### src/rtl/cdc_rst_sequencer.sv
`default_nettype none
// ============================================================================
// Module      : cdc_rst_sequencer
// Description : Per-domain reset sequencer. Reset assertion is asynchronous,
//               release is synchronised and staggered by index. A soft reset
//               re-runs the same release sequence.
// Revision    : 1.0 - initial release
// ============================================================================
module cdc_rst_sequencer #(
    parameter int NUM_RST   = 3,
    parameter int SYNC_FF   = 4,
    parameter int PULSE_MIN = 8,
    parameter int STAGE_DLY = 16
) (
    input  logic               clk,
    input  logic               async_clr,
    input  logic               soft_req,
    output logic               soft_ack,
    output logic [NUM_RST-1:0] rst_out,
    output logic               rst_done
);

    localparam int c_CNT_MAX = (PULSE_MIN > STAGE_DLY) ? PULSE_MIN : STAGE_DLY;
    localparam int c_CNT_W   = $clog2(c_CNT_MAX + 1);
    localparam int c_IDX_W   = $clog2(NUM_RST + 1);

    localparam logic [c_CNT_W-1:0] c_HOLD_LAST  = c_CNT_W'(PULSE_MIN - 1);
    localparam logic [c_CNT_W-1:0] c_STAGE_LAST = c_CNT_W'(STAGE_DLY - 1);
    localparam logic [c_IDX_W-1:0] c_IDX_LAST   = c_IDX_W'(NUM_RST - 1);

    localparam logic [1:0] S_WAIT    = 2'd0;
    localparam logic [1:0] S_HOLD    = 2'd1;
    localparam logic [1:0] S_RELEASE = 2'd2;
    localparam logic [1:0] S_DONE    = 2'd3;

    (* async_reg = "true" *) logic [SYNC_FF-1:0] r_sync;
    logic [1:0]          r_state;
    logic [c_CNT_W-1:0]  r_cnt;
    logic [c_IDX_W-1:0]  r_idx;
    logic                w_rst_sync;
    logic                w_hold_exit;

    always_ff @(posedge clk or posedge async_clr) begin
        if (async_clr) begin
            r_sync <= '1;
        end else begin
            r_sync <= {r_sync[SYNC_FF-2:0], 1'b0};
        end
    end

    assign w_rst_sync = r_sync[SYNC_FF-1];

    // The edge that leaves WAIT already counts as the first hold cycle, so
    // bit 0 falls exactly PULSE_MIN edges after the synchroniser releases.
    assign w_hold_exit = ((r_state == S_WAIT) && !w_rst_sync && (PULSE_MIN == 1)) ||
                         ((r_state == S_HOLD) && !soft_req && (r_cnt == c_HOLD_LAST));

    always_ff @(posedge clk or posedge async_clr) begin
        if (async_clr) begin
            r_state  <= S_WAIT;
            r_cnt    <= '0;
            r_idx    <= '0;
            rst_out  <= '1;
            rst_done <= 1'b0;
            soft_ack <= 1'b0;
        end else begin
            soft_ack <= 1'b0;
            if (w_hold_exit) begin
                rst_out[0] <= 1'b0;
                r_cnt      <= '0;
                r_idx      <= c_IDX_W'(1);
                r_state    <= (NUM_RST == 1) ? S_DONE : S_RELEASE;
            end else begin
                case (r_state)
                    S_WAIT: begin
                        if (!w_rst_sync) begin
                            r_state <= S_HOLD;
                            r_cnt   <= c_CNT_W'(1);
                        end
                    end
                    S_HOLD: begin
                        if (!soft_req) begin
                            r_cnt <= r_cnt + c_CNT_W'(1);
                        end
                    end
                    S_RELEASE: begin
                        if (r_cnt == c_STAGE_LAST) begin
                            for (int i = 0; i < NUM_RST; i++) begin
                                if (r_idx == c_IDX_W'(i)) begin
                                    rst_out[i] <= 1'b0;
                                end
                            end
                            r_cnt <= '0;
                            r_idx <= r_idx + c_IDX_W'(1);
                            if (r_idx == c_IDX_LAST) begin
                                r_state <= S_DONE;
                            end
                        end else begin
                            r_cnt <= r_cnt + c_CNT_W'(1);
                        end
                    end
                    S_DONE: begin
                        if (soft_req) begin
                            rst_out  <= '1;
                            rst_done <= 1'b0;
                            soft_ack <= 1'b1;
                            r_cnt    <= '0;
                            r_state  <= S_HOLD;
                        end else begin
                            rst_done <= 1'b1;
                        end
                    end
                    default: r_state <= S_WAIT;
                endcase
            end
        end
    end

endmodule
`default_nettype wire

### config.mk
export PLATFORM = sky130hd
export DESIGN_NAME = cdc_rst_sequencer
export DESIGN_NICKNAME = d
export VERILOG_FILES = /design/src/rtl/cdc_rst_sequencer.sv
export SDC_FILE = /design/constraint.sdc
export NUM_CORES = 1
export LEC_CHECK = 0
export BUFFER_PORTS_ARGS = -buffer_cell sky130_fd_sc_hd__buf_4
export CAP_MARGIN = 10
export CORE_MARGIN = 3
export CORE_UTILIZATION = 43
export CTS_CLUSTER_DIAMETER = 60
export CTS_CLUSTER_SIZE = 20
export DETAILED_ROUTE_END_ITERATION = 10
export PLACE_DENSITY_LB_ADDON = 0.2
export RECOVER_POWER = 100
export SLEW_MARGIN = 20
export SYNTH_ARGS = -nofsm -noshare
export SYNTH_HDL_FRONTEND = slang
export SYNTH_SLANG_ARGS = --single-unit
### constraint.sdc
create_clock -name clk -period 2.35 [get_ports clk]
set_clock_uncertainty 0.1 [all_clocks]
set_input_delay 0.47 -clock clk [delete_from_list [all_inputs] [get_ports clk]]
set_output_delay 0.47 -clock clk [all_outputs]
set_load 0.01 [all_outputs]
### Yosys cells after proc, flatten, opt, wreduce, memory -nomap -nowiden

Cells that the tools add are included.

* bits in registers: 18
* latch bits: 0
* memory bits (writable): 0
* memory bits (read-only): 0
* input bits: 3
* output and inout port bits: 5
* logic and storage cells: 72
* memories: 0

* add/subtract/negate cells: 2
* multiply operators: 0
* div/mod/pow operators: 0
* order comparisons: 0
* equality and inequality tests: 17
* shifts and indexed selects: 0
* mux-type cells: 26
* bitwise operators: 1
* reductions and logical operators: 17

Operators with widths (count)
* 2-to-1 mux 5 bit: 5
* case mux 5 bit (4 select lines): 1
* != test 3 bit (second input constant): 6
* 2-to-1 mux 2 bit: 8
* AND reduction 5 bit: 3
* 2-to-1 mux 1 bit: 8
* != test 2 bit (second input constant): 4
* == test 2 bit (second input constant): 3
* 2-to-1 mux 3 bit: 2
* case mux 2 bit (3 select lines): 1
* case mux 3 bit (2 select lines): 1
* nonzero test 2 bit: 3
* adder 5 x 1 -> 5 bit (second input constant): 1
* == test 5 x 3 -> 1 bit (second input constant): 1
* == test 5 x 4 -> 1 bit (second input constant): 1
* == test 2 x 1 -> 1 bit (second input constant): 2
* zero test 2 bit: 2
* AND reduction 2 bit: 2
* AND reduction 4 bit: 1
* nonzero test 4 bit: 1
* AND reduction 3 bit: 1
* nonzero test 3 bit: 1
* adder 2 x 1 -> 2 bit (second input constant): 1
* logical AND 1 bit: 2
* 2 further kinds: 2

### Longest topological paths before layout

Gate-level depths: netlist of run 1.

* word-level depth: 5
* gate-level depth with buffers: 7
* mapped depth without buffers: 7

### Worst setup path before layout of run 1

Ideal clock, no wire load.

* path kind: register -> register
* from: reg r_cnt[0]
* to: reg r_cnt[2]
* arrival time: 1795 ps
* setup slack: 378 ps
* cell stages (with the launch flop): 8
* buffers on the path: 0
* cell sequence: dfrtp_1 ha_1 and3_1 ha_1 or3b_4 a21oi_1 nor2_1 a21oi_1

* cells in the longest elaborated chain, start to end: 4
* elaborated cells on any way between the ends: 12

Ends and longest elaborated chain
* from (decl): RTL line 38 `logic [c_CNT_W-1:0] r_cnt;`
* from (signal assigned): RTL line 78 `r_cnt <= c_CNT_W'(1);`
* from (signal assigned): RTL line 83 `r_cnt <= r_cnt + c_CNT_W'(1);`
* from (signal assigned): RTL line 99 `r_cnt <= r_cnt + c_CNT_W'(1);`
* adder 5 x 1 -> 5 bit (tied with other cells): RTL line 83, 99
* 2-to-1 mux 5 bit (tied with other cells): RTL line 87 `if (r_cnt == c_STAGE_LAST) begin`
* case mux 5 bit (4 select lines) / != test 3 bit (equally long branches)
* 2-to-1 mux 5 bit / AND reduction 3 bit (equally long branches)

Parallel ways exist; a longest one is shown, timed or not. The select of a mux whose other input is x is not followed.
A chain may end at the register's enable or synchronous reset.

### Worst setup path after layout of run 1

Ends and elaborated chain as after synthesis.

==> results.txt, run 1 <==
- Summed over all nets, the half-perimeter wirelength after detailed placement is 1205 um.
- Summed over all instances, the cell type with the most area after synthesis is sky130_fd_sc_hd__dfrtp_1.
- The worst hold path belongs to the class primary input to asynchronous set/reset pin.
- The total overflow left after global routing is 0.
* Clock Root Buffer: sky130_fd_sc_hd__clkbuf_4
* Power Dens Cells: 496.2 nW/um2
- The filler cells instantiated in the layout total 196.
- Routability-driven placement congestion ratio: 0.8142
- Final min period: ~2.2 ns
- Post-Place Cell Area: 1025 um2
* Total Die Area: 2828 um2
* Number of placed instances with taps included: approximately 130
- Total setup violations reported at the end of the flow: 0
* Result of the run: finished clean
* Register clock-pin slew on the reported worst setup and hold paths: roughly 0.10 ns
- Synthesis handed over a netlist of 94 instances.
* CTS Hold Bufs: 0
* First drt pass iteration count: 4
- Data on the critical path arrives at its endpoint at 2.33 ns.
* Net count of the mapped netlist: slightly above 100
- Total power consumption of the routed design: 0.5197 mW
- The initial antenna violation count is 0.
* Final hold viol count: 0
- Depth of the CTS H-tree: 1
- Clock buffer depth: 2
* Part of the cycle the worst path needs: 93.94%
- Setup repair after global routing left no endpoint under its margin.
- Top-area cell type share of the netlist area: about 29%
- The routed design has 1668 um of wire.
- VDD IR-drop max: 281.9 uV
- Timing would allow up to around 450 MHz.
- Post-layout instance count excluding filler cells: 129
* Number of maximum-capacitance constraint violations: 0
- For this design, the sink count on the clock tree is 18.
* Total number of nets in the final design: around 110
- Routed vias/inst: between 5 and 6
* First-pass GRT wire length: around 2800 um
- STA classifies the critical path endpoint as a flop.
* Worst slew margin: 56.71%
* Critical setup path kind: flop to flop
- Cells fill 51.29% of the core in the end.
- After detailed routing, the average wire length per cell comes to around 13 um.
- Total CTS buffers: 3
- The detail route stage leaves a number of antenna-violating nets equal to 0.
- 0 antenna diodes ended up in the layout.
- After routing the design area is 1047 um2.
* Skew-Pair Late Insertion Delay: 0.29 ns
* Synth warn: 0
- In this run the cell area of the synthesized design comes to ~960 um2.
* Transition time at the pin with the least slew margin: 0.6486 ns
* GRT Util Overall: 13.62%
* IO buf count: 7
* Rows: 16
- Routed via count: roughly 700
- I/O pins: 8
- Area taken by multi-input logic gates: 446.7 um2
* Count of pins over their slew limit: 0
- Post-synthesis register bit count: 18
- In the post-synthesis netlist, the biggest area contributors are sky130_fd_sc_hd__dfrtp_1 29%, sky130_fd_sc_hd__dfstp_2 19%, sky130_fd_sc_hd__ha_1 7.8%.
- Starting Density: 46.88%
- The area growth from synthesis to layout is 9.411%.
- The floorplan step set the die width to 53.18 um.
* Data required, critical path: 2.47 ns
- TritonCTS built the clock tree.
- In this run, post-CTS repair resized a total of 0 instances.
* Avg Synthesized Cell Area: 10.18 um2
* Maximum number of pins on one net before global-route repair: 20
* Sequential cell area fraction in the yosys report: 47.97%
- Fraction of layout cells with a size suffix above 1: between 15 and 20%
- For this design the static power due to leakage is approximately 0.45 nW.
- DRC violation count after routing: 0
- Post-CTS setup buffer count: 0
- The number of global-route vias before repair is 653.
* DRC violation total after the first TritonRoute iteration: 7
- In this run the worst path has a maximum fanout of 8.
- Setup total negative slack on the finished layout was measured at 0 ns.
- Startpoint type of the worst setup path: flop
* Footprint of the flip-flops and latches: 459.2 um2
- The die is 53.18 um tall.
- Number of distinct library cell variants in the gate-level netlist after synthesis: 34
* Placeable core area: 2042 um2
## cell families after synthesis
kind of cell	count (synthesis)	synth area share, %
muxes	3	3.529
DFF	18	47.97
adders and majority gates	6	7.843
buffers and inverters	10	5.097
AOI/OAI and AO/OA	28	17.91
and+or+nand+nor	28	17.25
other	1	0.3918
## worst max-delay path, cell delays in order (launching register included)
cell and delay, ns:
sky130_fd_sc_hd__dfrtp_1 0.47, sky130_fd_sc_hd__ha_1 0.29, sky130_fd_sc_hd__and3_1 0.21, sky130_fd_sc_hd__ha_1 0.26, sky130_fd_sc_hd__or3b_1 0.43, sky130_fd_sc_hd__a21oi_1 0.18
sky130_fd_sc_hd__nor2_1 0.06, sky130_fd_sc_hd__a21oi_1 0.14
## per-stage QoR
step / hold slack (ns) / setup slack [ns]
2_1_floorplan: 0.2452 / 0.3777
3_3_place_gp: 0.2457 / 0.2655
3_5_place_dp: 0.2500 / 0.2137
4_1_cts: 0.1852 / 0.1781
5_1_grt: 0.2025 / 0.04579
6_report: 0.1629 / 0.1424
## synthesized netlist by cell type
master and count:
sky130_fd_sc_hd__a211oi_1 1, sky130_fd_sc_hd__and4bb_1 1, sky130_fd_sc_hd__nand4bb_1 1, sky130_fd_sc_hd__conb_1 1
sky130_fd_sc_hd__nor3_1 1, sky130_fd_sc_hd__a21o_1 1, sky130_fd_sc_hd__nand2b_1 3, sky130_fd_sc_hd__a21oi_1 13
sky130_fd_sc_hd__o22ai_1 1, sky130_fd_sc_hd__ha_1 6, sky130_fd_sc_hd__nand3_1 2, sky130_fd_sc_hd__buf_2 3
sky130_fd_sc_hd__o41ai_1 1, sky130_fd_sc_hd__or3b_4 1, sky130_fd_sc_hd__a32oi_1 1, sky130_fd_sc_hd__dfrtp_1 11
sky130_fd_sc_hd__mux2i_2 1, sky130_fd_sc_hd__nand2_1 3, sky130_fd_sc_hd__mux2i_1 2, sky130_fd_sc_hd__a22o_1 1
sky130_fd_sc_hd__buf_6 1, sky130_fd_sc_hd__o31ai_1 1, sky130_fd_sc_hd__o311ai_0 1, sky130_fd_sc_hd__o21ai_1 3
sky130_fd_sc_hd__and3_1 2, sky130_fd_sc_hd__inv_1 6, sky130_fd_sc_hd__nand3b_1 2, sky130_fd_sc_hd__nand4_1 1
sky130_fd_sc_hd__nor3b_1 2, sky130_fd_sc_hd__o31ai_2 1, sky130_fd_sc_hd__o21ai_0 3, sky130_fd_sc_hd__dfstp_2 7
sky130_fd_sc_hd__nor2_1 8, sky130_fd_sc_hd__nor2b_1 1
## routing by layer
metal,vias to the layer above,GRT usage (%),routed length [um]
met3,2,1.690,50
li1,349,-,-
met2,12,22.31,779
met5,-,0,0
met4,0,6.383,9
met1,339,17.70,829
## layout make-up
cell class                      instances  share of cell area [%]
Sequential cell                        18                   43.85
Multi-Input combinational cell         66                   42.65
Timing Repair Buffer                    8                   4.660
Clock buffer                            4                   3.465
Tap cell                               27                   3.226
Inverter                                6                   2.151
## power by group
| group | total, mW | leakage, nW | internal [mW] | switching (mW) |
|---|---|---|---|---|
| registers | 0.318 | 0.207 | 0.316 | 0.00165 |
| logic | 0.0139 | 0.227 | 0.00472 | 0.00922 |
| clock network | 0.188 | 0.0210 | 0.0942 | 0.0939 |
## final timing paths
check | start | endpoint | slack [ns] | depth (start not counted)
worst max-delay path | r_cnt[0]$_DFFE_PP0P_ | r_cnt[2]$_DFFE_PP0P_ | 0.14 | 7
worst min register to register | r_sync[1]$_DFF_PP1_ | r_sync[2]$_DFF_PP1_ | 0.26 | 0
worst max register to register | r_cnt[0]$_DFFE_PP0P_ | r_cnt[2]$_DFFE_PP0P_ | 0.14 | 7
worst min-delay path | async_clr | r_state[1]$_DFFE_PP0P_ | 0.16 | 2
min in group clk | r_sync[1]$_DFF_PP1_ | r_sync[2]$_DFF_PP1_ | 0.26 | 0
max in group asynchronous | async_clr | r_cnt[3]$_DFFE_PP0P_ | 1.57 | 2
## flip-flops by register name, summed over array words and instances (netlist names)
signal and cells:
r_cnt 5, r_idx 2, r_state 2, r_sync 4, rst_done 1, rst_out 3, soft_ack 1
## layout by cell type, fill, tap and decap left out, drive strengths merged, types with 2 or more instances in the layout
cell type   n
a21oi      13
and3        2
buf         4
clkbuf      8
dfrtp      11
dfstp       7
ha          6
inv         6
mux2i       3
nand2       3
nand2b      3
nand3       2
nand3b      2
nor2        8
nor3b       2
o21ai       6
o31ai       2
(Power assumes the default switching activity.)
==> inputs of run 2 (changes only) <==
Settings changed: ABC_AREA from default to 1.
Clock period 2.35 ns to 2.7 ns, I/O delays scaled along.
==> results.txt, run 2 <==
- The run finished with clean final reports.
- The maximum buffer depth of the clock tree is 2 (unchanged).
* TritonCTS clock tree: yes
- Post-CTS setup buffer count: 0 (unchanged)
* Setup slack on the worst flop-to-flop path: 0.90 ns (+0.76 ns)
* Power Dens Cells: 817.5 nW/um2 (+65%)
* Starting Density: 47.09% (+0.22 points)
- Delay of the slowest cell on the worst path: 0.42 ns (-0.05 ns)
* Skew-Pair Late Insertion Delay: 0.29 ns (about the same)
* DRC violation total after the first TritonRoute iteration: 9 (+2)
- The die boundary height came to 53.06 um (-0.24%).
* Detailed placer's ending HPWL: 1209 um (+0.37%)
- GRT Util Overall: 14.74% (+1.1 points)
- Among the stages of the critical path, the cell type that occurs most often is sky130_fd_sc_hd__nand2_1.
- The post-synth net total is 121 (+17%).
- The routed via count is 694 (-1.1%).
* Post-synthesis register bit count: 18 (unchanged)
* Clock Root Buffer: sky130_fd_sc_hd__clkbuf_4
- The final global-route overflow total came to 0 (unchanged).
* X dimension of the die: 53.06 um (-0.24%)
* Leakage power total: 0.5398 nW (+19%)
* DRC violation count after routing: 0 (unchanged)
- Synth warn: 0 (unchanged)
- The share of the core filled with cells is 51.67% (+0.38 points).
* Top-area cell type share of the netlist area: 28.91% (+0.15 points)
- Data required, critical path: 2.82 ns (+0.35 ns)
* Leading cell types in the layout, fill and taps excluded: 36 x sky130_fd_sc_hd__nand2_1, 15 x sky130_fd_sc_hd__inv_1, 11 x sky130_fd_sc_hd__dfrtp_1
- Minimum hold slack: 0.2439 ns (+0.08095 ns)
- Rows: 16 (unchanged)
- Max Fanout on Critical Path: 3 (-5)
* Part of the cycle the worst path needs: 66.68% (-27 points)
- Top flop regs: r_cnt (5), r_sync (4), rst_out (3)
* Total power consumption of the routed design: 0.8541 mW (+64%)
* Startpoint type of the worst setup path: flop
* Count of clock tree sinks: 18 (unchanged)
* Number of maximum-capacitance constraint violations: 0 (unchanged)
- The number of nets in the layout came to 133 (+19%).
- Leaving out fill and tap cells, the most frequent cell in the layout is sky130_fd_sc_hd__nand2_1.
* Final min period: 1.800 ns (-0.4072 ns)
- The sequential share of the synthesized area is 48.23% (+0.25 points).
- The number of cell instances on the worst register-to-register path is 11 (+4).
- VDD IR-drop max: 389.3 uV (+38%)
- The number of flops mapped to enable cells by yosys came to 0 (unchanged).
- Setup tns final: 0 ns (unchanged)
* Leading post-synthesis cells by instance count: 35 x sky130_fd_sc_hd__nand2_1, 14 x sky130_fd_sc_hd__inv_1, 11 x sky130_fd_sc_hd__dfrtp_1
* Critical setup path kind: flop to flop
* Count of pins over their slew limit: 0 (unchanged)
- The number of detailed-route iterations in the first pass came to 4 (unchanged).
* Ant diodes: 0 (unchanged)
- The endpoint identified for the worst register-to-register timing path is r_cnt[3]$_DFFE_PP0P_.
- Area taken by multi-input logic gates: 406.6 um2 (-9.0%)
- The number of nets with antenna violations after routing is 0 (unchanged).
- Relative area change from synthesis to final layout: 9.724%
- Critical path buffer and inverter count: 1 (+1)
- I/O pins: 8 (unchanged)
- Worst slew margin: 54.39% (-2.3 points)
- Worst min-delay path category: primary input to asynchronous set/reset pin
* Critical path data arrival time: 1.92 ns (-0.41 ns)
- The post-synthesis cell type count came to 19 (-44%).
- By area the synthesized netlist is led by sky130_fd_sc_hd__dfrtp_1 29%, sky130_fd_sc_hd__dfstp_2 19%, sky130_fd_sc_hd__nand2_1 14%.
- Max stage delay cell, worst path: sky130_fd_sc_hd__dfrtp_1
- The placeable core region is 2022 um2 (-0.98%).
- Total CTS buffers: 3 (unchanged)
- The register area is 459.2 um2 (unchanged).
- Transition time at the pin with the least slew margin: 0.6834 ns (+0.03473 ns)
- The number of port buffers came to 7 (unchanged).
* Type of element capturing the critical path: flop
- Post-synth top area cell: sky130_fd_sc_hd__dfrtp_1
- Avg Synthesized Cell Area: 8.501 um2 (-17%)
* Post-Synthesis Cells: 112 (+19%)
- RSZ-0062 raised after global routing: false
* Filler cells: 203 (+3.6%)
- The fraction of layout instances using a drive strength above 1 was 19.51% (+3.8 points).
- WL/cell: 10.52 um (-19%)
- Cells resized by post-CTS repair: 0 (unchanged)
* Final routed wirelength across all metal layers: 1578 um (-5.4%)
- Number of global-route vias before repair: 694 (+6.3%)
- Total Die Area: 2815 um2 (-0.47%)
- The CTS clock-pin slew for the worst setup and hold paths came to 0.10 ns (about the same).
- The number of failing setup endpoints in the final timing report came to 0 (unchanged).
* Primary flip-flop cell chosen by synthesis mapping: sky130_fd_sc_hd__dfrtp_1
* Post-synthesis cell area: 952.2 um2 (-0.52%)
* Antenna violations before repair: 0 (unchanged)
- Routed vias/inst: 4.627 (-15%)
* First-pass GRT wire length: 2891 um (+4.3%)
- Walking the worst path, the cells encountered are ha_1 -> nand2_1 -> nor2_1 -> ha_1 -> inv_1 -> nand2_1 -> nand2_1 -> nand2_2 -> nor2_1 -> nand2_1 -> o21ai_0.
- Routability-driven placement congestion ratio: 0.8500 (+4.4%)
* Maximum number of pins on one net before global-route repair: 19 (-5.0%)
* Achievable clock frequency: 555.5 MHz (+23%)
- Family with the most delay on the worst path: simple AND/OR/NAND/NOR gates
- The deepest level of the CTS H-tree is 1 (unchanged).
- Number of flip-flops under the largest register name: 5 (unchanged)
- Count leader, synth: sky130_fd_sc_hd__nand2_1
- Top register by number of flip-flops: r_cnt
* Final hold viol count: 0 (unchanged)
* Fraction of synthesis flops using an asynchronous set or reset pin: 100.0% (unchanged)
- The startpoint identified for the worst register-to-register timing path is r_cnt[0]$_DFFE_PP0P_.
- CTS Hold Bufs: 0 (unchanged)
==> run 2: cell count changes in the layout (fill, tap and decap cells not counted), sizes merged, moves of 3 or more <==
cell,before,now
nand2,3,40
a21oi,13,1
inv,6,18
nand3,2,9
mux2i,3,0
nand2b,3,0
==> run 2: where the power goes <==
part	internal [mW]	switching (mW)
combinational	0.112	0.179
clock	0.0821	0.0822
sequential	0.341	0.0572
total	0.536	0.318
==> run 2: area by class of cell <==
| type | count | area share, % |
|---|---|---|
| sequential | 18 | 43.95 |
| tap | 27 | 3.234 |
| timing repair buffer | 7 | 3.952 |
| multi-input combinational | 76 | 38.92 |
| clock buffer | 4 | 3.473 |
| inverter | 18 | 6.467 |
==> run 2: metal layers <==
| layer | vias up | routed length (um) | track usage, % |
|---|---|---|---|
| met3 | 2 | 59 | 3.662 |
| met2 | 11 | 715 | 22.93 |
| li1 | 364 | - | - |
| met5 | - | 0 | 0 |
| met1 | 317 | 786 | 17.99 |
| met4 | 0 | 17 | 9.362 |
==> run 2: worst max-delay path by stage <==
| stage | slack (ns) | to | depth (start not counted) | from |
|---|---|---|---|---|
| 2_1_floorplan | 1.15 | r_cnt[3]$_DFFE_PP0P_ | 11 | r_cnt[0]$_DFFE_PP0P_ |
| 3_3_place_gp | 1.05 | r_cnt[3]$_DFFE_PP0P_ | 11 | r_cnt[0]$_DFFE_PP0P_ |
| 3_5_place_dp | 1.01 | r_state[0]$_DFFE_PP0P_ | 11 | r_cnt[0]$_DFFE_PP0P_ |
| 4_1_cts | 0.99 | r_state[0]$_DFFE_PP0P_ | 11 | r_cnt[0]$_DFFE_PP0P_ |
| 5_1_grt | 0.70 | r_cnt[3]$_DFFE_PP0P_ | 11 | r_cnt[0]$_DFFE_PP0P_ |
| 6_report | 0.90 | r_cnt[3]$_DFFE_PP0P_ | 11 | r_cnt[0]$_DFFE_PP0P_ |
==> run 2: logic make-up after synthesis <==
group	share of synthesized area, %
compound gates	4.599
xor+xnor	1.840
fa+ha+maj	7.884
buf+inv	7.095
flops	48.23
other cells	0.3938
simple gates	29.96
==> run 2: worst register-to-register path, cell delays in order (launching register included) <==
cell	delay, ns
sky130_fd_sc_hd__dfrtp_1	0.42
sky130_fd_sc_hd__ha_1	0.23
sky130_fd_sc_hd__nand2_1	0.11
sky130_fd_sc_hd__nor2_1	0.06
sky130_fd_sc_hd__ha_1	0.20
sky130_fd_sc_hd__inv_1	0.07
sky130_fd_sc_hd__nand2_1	0.08
sky130_fd_sc_hd__nand2_1	0.08
sky130_fd_sc_hd__nand2_2	0.05
sky130_fd_sc_hd__nor2_1	0.18
sky130_fd_sc_hd__nand2_1	0.07
sky130_fd_sc_hd__o21ai_0	0.07
==> run 2: per-stage QoR <==
step | worst slack, ns | area [um2] | cells
after global routing | 0.6973 | 1045 | 150
after detailed placement | 1.010 | 1039 | 146
final | 0.8997 | 1045 | 150
after global placement | 1.052 | 1039 | 146
after CTS | 0.9906 | 1075 | 150
after floorplan | 1.150 | 952.2 | 112
==> inputs of run 3 (changes only) <==
Settings changed: ABC_AREA 1 to 0.
Clock period 2.7 ns to 1.45 ns, I/O delays scaled along.
==> results.txt, run 3 (synthesized netlist as in run 1, its figures left out) <==
- Result of the run: complete, but fails checks
* Violations in the final reports: negative setup slack
- Max stage delay cell, worst path: sky130_fd_sc_hd__dfrtp_2
* Leading cell types in the layout, fill and taps excluded: 17 x sky130_fd_sc_hd__buf_4, 10 x sky130_fd_sc_hd__dfrtp_1, 8 x sky130_fd_sc_hd__a21oi_1
- Number of antenna-violating nets in the routed design: 0 (unchanged)
- Starting Density: 46.88% (-0.22 points)
* Total power consumption of the routed design: 0.8564 mW (+0.27%)
- GRT Util Overall: 17.58% (+2.8 points)
* Setup tns final: -3.192 ns (-3.192 ns)
- TritonCTS built the clock tree.
- Fraction of layout cells with a size suffix above 1: 46.72% (+27 points)
* Critical setup path kind: flop to flop
- The met2 routing resource usage after global routing came to 28.93% (+6.0 points).
- The smallest setup slack after layout is -0.3815 ns (-1.281 ns).
- First-pass GRT wire length: 3505 um (+21%)
* Top flop regs: r_cnt (5), r_sync (4), rst_out (3)
- Placeable core area: 2042 um2 (+0.99%)
- The flip-flop count of the largest register after layout is 5 (unchanged).
* Top register by number of flip-flops: r_cnt
- Setup repair after global routing could not meet its margin everywhere.
* Routed vias/inst: 5.262 (+14%)
* Grt met1 use: 21.17% (+3.2 points)
* Startpoint type of the worst setup path: flop
* Area of all placed cells without fillers: 1341 um2 (+28%)
* Footprint of the flip-flops and latches: 460.4 um2 (+0.27%)
- The maximum fanout along the worst path was 3 (unchanged).
* Relative area change from synthesis to final layout: 40.13%
- The worst setup path is captured at a flop.
* Filler cells: 161 (-21%)
- First drt pass iteration count: 4 (unchanged)
- The routed wire length was 2108 um (+34%).
* Register clock-pin slew on the reported worst setup and hold paths: 0.11 ns (about the same)
- The time the final worst path needs with I/O delays and setup is 1.832 ns (+0.03123 ns).
- The global routing stage identified its most utilized layer as met2.
- Total CTS buffers: 3 (unchanged)
- Rows: 16 (unchanged)
- Count of pins over their slew limit: 0 (unchanged)
* WL/cell: 14.15 um (+34%)
* Cell repeated most along the worst path: sky130_fd_sc_hd__ha_4
- The deepest level of the CTS H-tree was 1 (unchanged).
- The tree is rooted in a sky130_fd_sc_hd__clkbuf_4.
- Total number of nets in the final design: 132 (-0.75%)
- Antenna violations before repair: 0 (unchanged)
* Routability-driven placement congestion ratio: 0.7982 (-6.1%)
- Count of clock tree sinks: 18 (unchanged)
* Data required, critical path: 1.58 ns (-1.24 ns)
- Critical path data arrival time: 1.96 ns (+0.04 ns)
- The clock latency on the worst-skew pair came to 0.30 ns (about the same).
* Ant diodes: 0 (unchanged)
- The die boundary height came to 53.18 um (+0.24%).
- The achievable frequency is 546.0 MHz (-1.7%).
- Power Dens Cells: 638.5 nW/um2 (-22%)
- DRC violation count after routing: 0 (unchanged)
- The hold violation total from the final report is 0 (unchanged).
* Post-Place Cell Area: 1192 um2 (+15%)
* Met3 track demand over resource in global routing: 2.817% (-0.85 points)
* Number of global-route vias before repair: 787 (+13%)
- The final clock period utilization by the worst path came to 126.3% (+60 points).
* Worst min-delay path category: primary input to flop
* Delay of the slowest cell on the worst path: 0.43 ns (about the same)
* VDD IR-drop max: 589.0 uV (+51%)
* Total setup violations reported at the end of the flow: 12 (+12)
- The number of primary I/O pins was 8 (unchanged).
- Leading cell type in the layout, fill and taps excluded: sky130_fd_sc_hd__buf_4
- DRC violation total after the first TritonRoute iteration: 7 (-2)
* Number of maximum-capacitance constraint violations: 0 (unchanged)
- The final global-route overflow total came to 0 (unchanged).
- The share of the core filled with cells came to 65.69% (+14 points).
- Total Die Area: 2828 um2 (+0.47%)
- Area taken by multi-input logic gates: 574.3 um2 (+41%)
- The half-perimeter wire length after placement came to 1385 um (+15%).
- The routed via count came to 784 (+13%).
- The die span in x is 53.18 um (+0.24%).
* Series of cell instances along the critical path: ha_4 -> and3_4 -> ha_4 -> or3b_4 -> o31ai_4 -> nand4_1 -> o21ai_1
- IO buf count: 7 (unchanged)
- Clock buffer depth: 2 (unchanged)
- The standby leakage power is 0.5584 nW (+3.4%).
- Minimum hold slack: 0.2085 ns (-0.03539 ns)
- The maximum number of pins on one net before global-route repair is 19 (unchanged).
## run 3: changes by cell type in the layout (fill, tap and decap cells not counted), sizes merged, moves of 3 or more
cell	previous run	this run
inv	18	6
a21oi	1	13
nand2	40	3
nand2b	0	3
nand3	9	2
buf	3	21
mux2i	0	3
## run 3: path summary, 6_finish.rpt
| path | startpoint | to | slack (ns) | cells after the start |
|---|---|---|---|---|
| max in group asynchronous | async_clr | rst_out[2]$_DFFE_PP1P_ | 0.37 | 4 |
| hold reg to reg | r_sync[0]$_DFF_PP1_ | r_sync[1]$_DFF_PP1_ | 0.26 | 0 |
| hold / removal | soft_req | r_state[1]$_DFFE_PP0P_ | 0.21 | 3 |
| min in group asynchronous | async_clr | r_cnt[2]$_DFFE_PP0P_ | 0.53 | 4 |
| setup / recovery | r_cnt[0]$_DFFE_PP0P_ | r_cnt[3]$_DFFE_PP0P_ | -0.38 | 7 |
| setup reg to reg | r_cnt[0]$_DFFE_PP0P_ | r_cnt[3]$_DFFE_PP0P_ | -0.38 | 7 |
## run 3: area by class of cell
class                           count  area share, %
Inverter                            6          1.679
Tap cell                           27          2.519
Sequential cell                    18          34.33
Multi-Input combinational cell     66          42.82
Clock buffer                        4          2.705
Timing Repair Buffer               28          15.95
## run 3: critical path: cells and delay by family, from the launching register on
kind / cells / cell delay, ns
simple gates: 3 / 0.70
flops: 1 / 0.43
fa+ha+maj: 2 / 0.31
compound gates: 2 / 0.22
## run 3: routing by layer
metal	share of wire (%)	wire length (um)
met1	45	959
met2	51	1066
met3	1.7	36
met4	2.2	46
met5	0	0
## run 3: per-stage QoR
step | std cells | worst slack [ns]
finish | 149 | -0.3815
global route | 149 | -0.4508
CTS | 147 | -0.3855
detailed placement | 142 | -0.3849
global placement | 142 | -0.3131
floorplan | 94 | -0.3709
## run 3: power by group
group	switching [mW]	internal, mW
clock	0.159	0.153
sequential	0.00269	0.512
combinational	0.0177	0.0121
## run 3: what timing repair did
item / in CTS / in global routing
pin swaps: 8 / 11
hold buffers: 1 / 0
setup buffers: 0 / 2
endpoints found under the setup margin: 12 / 12
resized for setup: 13 / 11
hold endpoints to repair: 11 / 0
